**src/rtl/serial_source.sv**
```systemverilog
// serial_source: rate-programmable flit generator with FIFO buffering and a
// one-wire framed serializer (start=1, SIZE data bits LSB first, guard=0).
// Also reports pops per 1024-cycle window and a saturating drop count.
module serial_source #(
   parameter int unsigned SIZE       = 8,
   parameter int unsigned INJ_PERIOD = 4,
   parameter int unsigned FIFO_DEPTH = 4
) (
   input  logic        clk,
   input  logic        reset,
   input  logic        enable,
   input  logic        channel_busy,
   output logic        serial_out,
   output logic        tx_active,
   output logic [25:0] througput,
   output logic [15:0] dropped
);

   localparam int unsigned PW = (INJ_PERIOD > 1) ? $clog2(INJ_PERIOD) : 1;
   localparam int unsigned AW = $clog2(FIFO_DEPTH);
   localparam int unsigned IW = $clog2(SIZE);
   localparam int unsigned CW = AW + 1;
   localparam int unsigned TW = 26;
   localparam int unsigned DW = 16;
   localparam int unsigned SW = 10;

   typedef enum logic [1:0] {
      S_IDLE  = 2'd0,
      S_START = 2'd1,
      S_DATA  = 2'd2,
      S_GUARD = 2'd3
   } state_t;

   state_t              state_q, state_d;
   logic [PW-1:0]       per_cnt_q;
   logic [SIZE-1:0]     seq_q;
   logic [SIZE-1:0]     mem [FIFO_DEPTH];
   logic [AW-1:0]       wr_ptr_q, rd_ptr_q;
   logic [CW-1:0]       count_q;
   logic [SIZE-1:0]     shift_q;
   logic [IW-1:0]       bit_idx_q;
   logic [SW-1:0]       sampler_q;
   logic [TW-1:0]       running_q;

   logic                attempt_c, fifo_full_c, fifo_empty_c;
   logic                push_c, pop_c, drop_c, last_bit_c;
   logic                serial_d, tx_active_d;

   assign attempt_c    = enable && (per_cnt_q == PW'(INJ_PERIOD - 1));
   assign fifo_full_c  = (count_q == CW'(FIFO_DEPTH));
   assign fifo_empty_c = (count_q == '0);
   assign last_bit_c   = (bit_idx_q == IW'(SIZE - 1));
   // A pop in the same cycle frees the slot, so a full FIFO still accepts.
   assign push_c       = attempt_c && (!fifo_full_c || pop_c);
   assign drop_c       = attempt_c && fifo_full_c && !pop_c;

   // Period counter and sequence register; both freeze while enable is low.
   always_ff @(posedge clk or posedge reset) begin
      if (reset) begin
         per_cnt_q <= '0;
         seq_q     <= SIZE'(1);
      end else begin
         if (enable) begin
            if (attempt_c) per_cnt_q <= '0;
            else           per_cnt_q <= per_cnt_q + PW'(1);
         end
         if (attempt_c) seq_q <= seq_q + SIZE'(1);
      end
   end

   // FIFO storage; contents need no reset since count gates visibility.
   always_ff @(posedge clk) begin
      if (push_c) mem[wr_ptr_q] <= seq_q;
   end

   // FIFO pointers and occupancy.
   always_ff @(posedge clk or posedge reset) begin
      if (reset) begin
         wr_ptr_q <= '0;
         rd_ptr_q <= '0;
         count_q  <= '0;
      end else begin
         if (push_c) wr_ptr_q <= wr_ptr_q + AW'(1);
         if (pop_c)  rd_ptr_q <= rd_ptr_q + AW'(1);
         case ({push_c, pop_c})
            2'b10:   count_q <= count_q + CW'(1);
            2'b01:   count_q <= count_q - CW'(1);
            default: count_q <= count_q;
         endcase
      end
   end

   // TX state register.
   always_ff @(posedge clk or posedge reset) begin
      if (reset) state_q <= S_IDLE;
      else       state_q <= state_d;
   end

   // TX next-state logic; channel_busy only matters in IDLE.
   always_comb begin
      state_d = state_q;
      case (state_q)
         S_IDLE:  if (!fifo_empty_c && !channel_busy) state_d = S_START;
         S_START: state_d = S_DATA;
         S_DATA:  if (last_bit_c) state_d = S_GUARD;
         S_GUARD: state_d = S_IDLE;
         default: state_d = S_IDLE;
      endcase
   end

   // TX output decode: pop strobe and next values of the registered line.
   always_comb begin
      pop_c       = 1'b0;
      serial_d    = 1'b0;
      tx_active_d = 1'b0;
      case (state_q)
         S_IDLE: begin
            if (!fifo_empty_c && !channel_busy) begin
               pop_c       = 1'b1;
               serial_d    = 1'b1;
               tx_active_d = 1'b1;
            end
         end
         S_START: begin
            serial_d    = shift_q[0];
            tx_active_d = 1'b1;
         end
         S_DATA: begin
            if (!last_bit_c) begin
               serial_d    = shift_q[1];
               tx_active_d = 1'b1;
            end
         end
         default: begin
            serial_d    = 1'b0;
            tx_active_d = 1'b0;
         end
      endcase
   end

   // Shift register, bit index and registered line outputs.
   always_ff @(posedge clk or posedge reset) begin
      if (reset) begin
         shift_q    <= '0;
         bit_idx_q  <= '0;
         serial_out <= 1'b0;
         tx_active  <= 1'b0;
      end else begin
         serial_out <= serial_d;
         tx_active  <= tx_active_d;
         if (pop_c) shift_q <= mem[rd_ptr_q];
         if (state_q == S_START) begin
            bit_idx_q <= '0;
         end else if (state_q == S_DATA && !last_bit_c) begin
            bit_idx_q <= bit_idx_q + IW'(1);
            shift_q   <= shift_q >> 1;
         end
      end
   end

   // Windowed throughput: pops counted over each 1024-cycle sampler period.
   always_ff @(posedge clk or posedge reset) begin
      if (reset) begin
         sampler_q <= '0;
         running_q <= '0;
         througput <= '0;
      end else begin
         sampler_q <= sampler_q + SW'(1);
         if (sampler_q == SW'(1023)) begin
            througput <= running_q + TW'(pop_c);
            running_q <= '0;
         end else begin
            running_q <= running_q + TW'(pop_c);
         end
      end
   end

   // Saturating drop counter.
   always_ff @(posedge clk or posedge reset) begin
      if (reset)                              dropped <= '0;
      else if (drop_c && dropped != DW'(16'hFFFF)) dropped <= dropped + DW'(1);
   end

endmodule

```
**config.mk**
```make
export PLATFORM = sky130hd
export DESIGN_NAME = serial_source
export DESIGN_NICKNAME = d
export VERILOG_FILES = /design/src/rtl/serial_source.sv
export SDC_FILE = /design/constraint.sdc
export NUM_CORES = 1
export LEC_CHECK = 0
export CAP_MARGIN = 10
export CORE_MARGIN = 1.5
export CORE_UTILIZATION = 55
export CTS_BUF_LIST = sky130_fd_sc_hd__clkbuf_8
export CTS_CLUSTER_DIAMETER = 150
export DETAILED_ROUTE_END_ITERATION = 10
export PLACE_DENSITY = 0.81
export REMOVE_ABC_BUFFERS = 1
export SYNTH_ARGS = -nofsm -noshare
export SYNTH_HDL_FRONTEND = slang
export SYNTH_SLANG_ARGS = --single-unit
export TNS_END_PERCENT = 5
```
**constraint.sdc**
```tcl
create_clock -name clk -period 7.1 [get_ports clk]
set_input_delay 1.42 -clock clk [delete_from_list [all_inputs] [get_ports clk]]
set_output_delay 1.42 -clock clk [all_outputs]
set_load 0.02 [all_outputs]
```
==> results.cfg <==
[yosys]
yosys_warnings = 0
syn_inst = 490
yosysSeqAreaShare_pct = 61.1
syn_area_per_cell_um2 = 12.4
async_flop_share_pct = 77.5
synth_seq_cells = 142
ys_types = 39
synth_edf_count = 32
ys.flop_type = dfrtp_1
synth_area_um2 = 6080

[floorplanning]
die_height_um = 108
start_util_pct = 56.3
ios = 48
core_um2 = 10800
die_x_um = 108
fp-row-count = 38
fp.dieArea_um2 = 11700

[sta]
tns_ns = 0
hold_viol = 0
post-route-period-util_pct = 47.8
worst_pin_slew_ns = 0.966
finalSetupViolCount = 0
relSlewSlack_pct = 35.6
finClkSkew_ns = 0.0165
clock.fmax_mhz = 295
layout_min_cycle_time_ns = 3.39
slew_violations = 0
rsz0062_at_grt = no

[grt]
grt-ovfl-total = 0
gr-usage-all-layers_pct = 20.4
grt_max_degree = 79
grt_pass1_vias = 3864
grt_pass1_wl_um = 18100
antenna_found_initial = 0

[critical_path]
required_ns = 7.39
cp-end-kind = register
r2r_slack_ns = 4.41
cp.arrival_ns = 3.69
r2r-end = througput[25]$_DFFE_PP0N_
slowest_stage = clkdlybuf4s50_1
rr_worst_depth = 10
max_stage_delay_ns = 0.47
startpoint_type = primary input
crit_top_cell = nand4_1
crit_fanout = 14
reg2reg_from = state_q[1]$_DFFE_PP0P_
cp_cell_sequence = clkdlybuf4s50_1 -> nor3b_2 -> buf_4 -> ha_1 -> nand4_1 -> nor4_2 -> nand4_1 -> xor2_1 -> a21oi_1
worst-setup-path-type = primary input to register

[pwr]
irDropWorstVdd_mv = 0.211
leakage_nw = 3.04
powerDensity_nw_per_um2 = 300
finalPower_mw = 2.12

[cts]
clkTransAtPathRegs_ns = 0.08
cts_tree = done
cts_root_buf = clkbuf_8
clock_latency_ns = 0.45
cts.sinks = 142
postCtsSetupBuffers = 0
cts_made_buffers = 17
hold_buffers = 0
cts_resized = 0
cts_buffer_depth = 2
htreeDepth = 4

[layout]
fill_cells = 802
syn_to_final_growth_pct = 16.3
antennaDiodeCount = 0
final_layout_size_suffix_gt1_share_pct = 10.7
fin_nets = 570

[routing]
vias_per_cell = 5.35
drtPass1Iterations = 4
drc = 0
routed_wirelength_um = 10300
drt_iter0_drc = 194
routedWlPerCell_um = 14.8
vias = 3737
ant_nets = 0

[worst_hold_path]
hp-start = sampler_q[0]$_DFF_PP0_
hold_path_class = register to register
hold_end = sampler_q[0]$_DFF_PP0_
min_path_cells = 1

[placement]
io_buffer_count = 47
dp_hpwl_um = 7070
gp_congestion = 0.804

[run]
maxCapViolCount = 0

[run_status]
status = completed
[final cells by class]
type	count	area [µm²]	share of cell area, %
sequential	142	3710	52.6
multi-input combinational	320	2240	31.8
timing repair buffer	50	493	6.98
clock buffer	17	234	3.31
tap	140	175	2.48
clock inverter	15	146	2.07
inverter	15	58.8	0.832
[synth_stat cells, types with 2 or more instances]
cell	number	share of area, %
dfrtp_1	109	45
nor2_1	69	4.3
nand2_1	33	2.0
a21oi_1	32	2.6
edfxtp_1	32	16
xor2_1	31	4.5
xnor2_1	27	3.9
nand3_1	21	1.7
ha_1	19	3.9
inv_1	15	0.93
and3_1	12	1.2
mux2i_1	10	1.6
o21ai_0	9	0.74
buf_2	8	0.66
mux4_2	8	3.0
nand4_1	8	0.82
nor3_1	5	0.41
and2_1	4	0.41
mux2_2	4	0.74
and4_1	3	0.43
nand2b_1	3	0.31
nor2b_1	3	0.31
nor4_2	3	0.62
a31oi_1	2	0.21
buf_1	2	0.12
clkbuf_1	2	0.12
nand4_4	2	0.70
nor3_2	2	0.33
nor4_4	2	0.70
[logic make-up (layout without fill, tap and decap cells)]
group / count (synthesis) / after routing / share of synthesized area, %
flops: 142 / 142 / 61.1
compound gates: 47 / 47 / 4.18
fa+ha+maj: 20 / 20 / 4.24
mux: 22 / 22 / 5.35
buf+inv: 28 / 97 / 1.96
simple gates: 173 / 173 / 14.8
xor+xnor: 58 / 58 / 8.36
[worst max-delay path: cells and delay by family]
| family | cells | cell delay [ns] |
|---|---|---|
| AO/OA/AOI/OAI | 1 | 0.10 |
| AND/OR/NAND/NOR | 4 | 1.00 |
| adder cells (fa/ha/maj) | 1 | 0.21 |
| buffers and inverters | 2 | 0.73 |
| XOR/XNOR | 1 | 0.22 |
[cells in the final DEF (no fill, tap or decap), drive strengths merged, types with 4 or more instances in the layout]
cell type and count:
a21oi 32, dfrtp 109, xnor2 27, clkdlybuf4s50 47, nand3 21, clkinvlp 5
nand2 33, nand4 10, clkbuf 17, nor2 69, nor4 5, mux4 8
ha 19, xor2 31, and3 12, mux2 4, edfxtp 32, nor3 7
inv 19, mux2i 10, o21ai 9, clkinv 4, and2 5
[registers in the layout, summed over array words and instances (netlist names)]
| register | flops |
|---|---|
| bit_idx_q | 3 |
| count_q | 3 |
| dropped | 16 |
| mem | 32 |
| per_cnt_q | 2 |
| rd_ptr_q | 2 |
| running_q | 26 |
| sampler_q | 10 |
| seq_q | 8 |
| serial_out | 1 |
| shift_q | 8 |
| state_q | 2 |
| througput | 26 |
| tx_active | 1 |
| wr_ptr_q | 2 |
[where the power goes]
group	switching (mW)	internal, mW	total (mW)
registers	0.121	0.962	1.08
logic	0.220	0.205	0.425
clock network	0.303	0.309	0.612
[per-stage QoR]
stage | setup slack (ns) | hold WS (ns) | util [%] | instances | cell area [µm²]
global placement | 3.34 | 0.437 | 62.0 | 667 | 6690
floorplan | 2.78 | 0.422 | - | 477 | 6010
CTS | 3.75 | 0.457 | 65.5 | 699 | 7070
finish | 3.71 | 0.456 | 65.5 | 699 | 7070
global route | 3.51 | 0.469 | 65.5 | 699 | 7070
detailed placement | 3.28 | 0.441 | 62.0 | 667 | 6690
[worst max path at each step]
stage          depth (start not counted)                   endpoint         start
2_1_floorplan                          1   bit_idx_q[0]$_DFFE_PP0P_         reset
3_3_place_gp                           9  througput[22]$_DFFE_PP0N_  channel_busy
3_5_place_dp                           9  througput[13]$_DFFE_PP0N_  channel_busy
4_1_cts                                9  througput[13]$_DFFE_PP0N_  channel_busy
5_1_grt                                9  througput[25]$_DFFE_PP0N_  channel_busy
6_report                               9  througput[25]$_DFFE_PP0N_  channel_busy
[layer usage]
layer | part of all wire [%] | up-vias | GRT usage, %
met1 | 45 | 1833 | 26.6
met3 | 4.8 | 20 | 5.36
li1 | - | 1796 | -
met4 | 2.0 | 0 | 10.4
met2 | 48 | 88 | 31.6
met5 | 0 | - | 0
No activity file was read; power rests on OpenSTA's default activity.
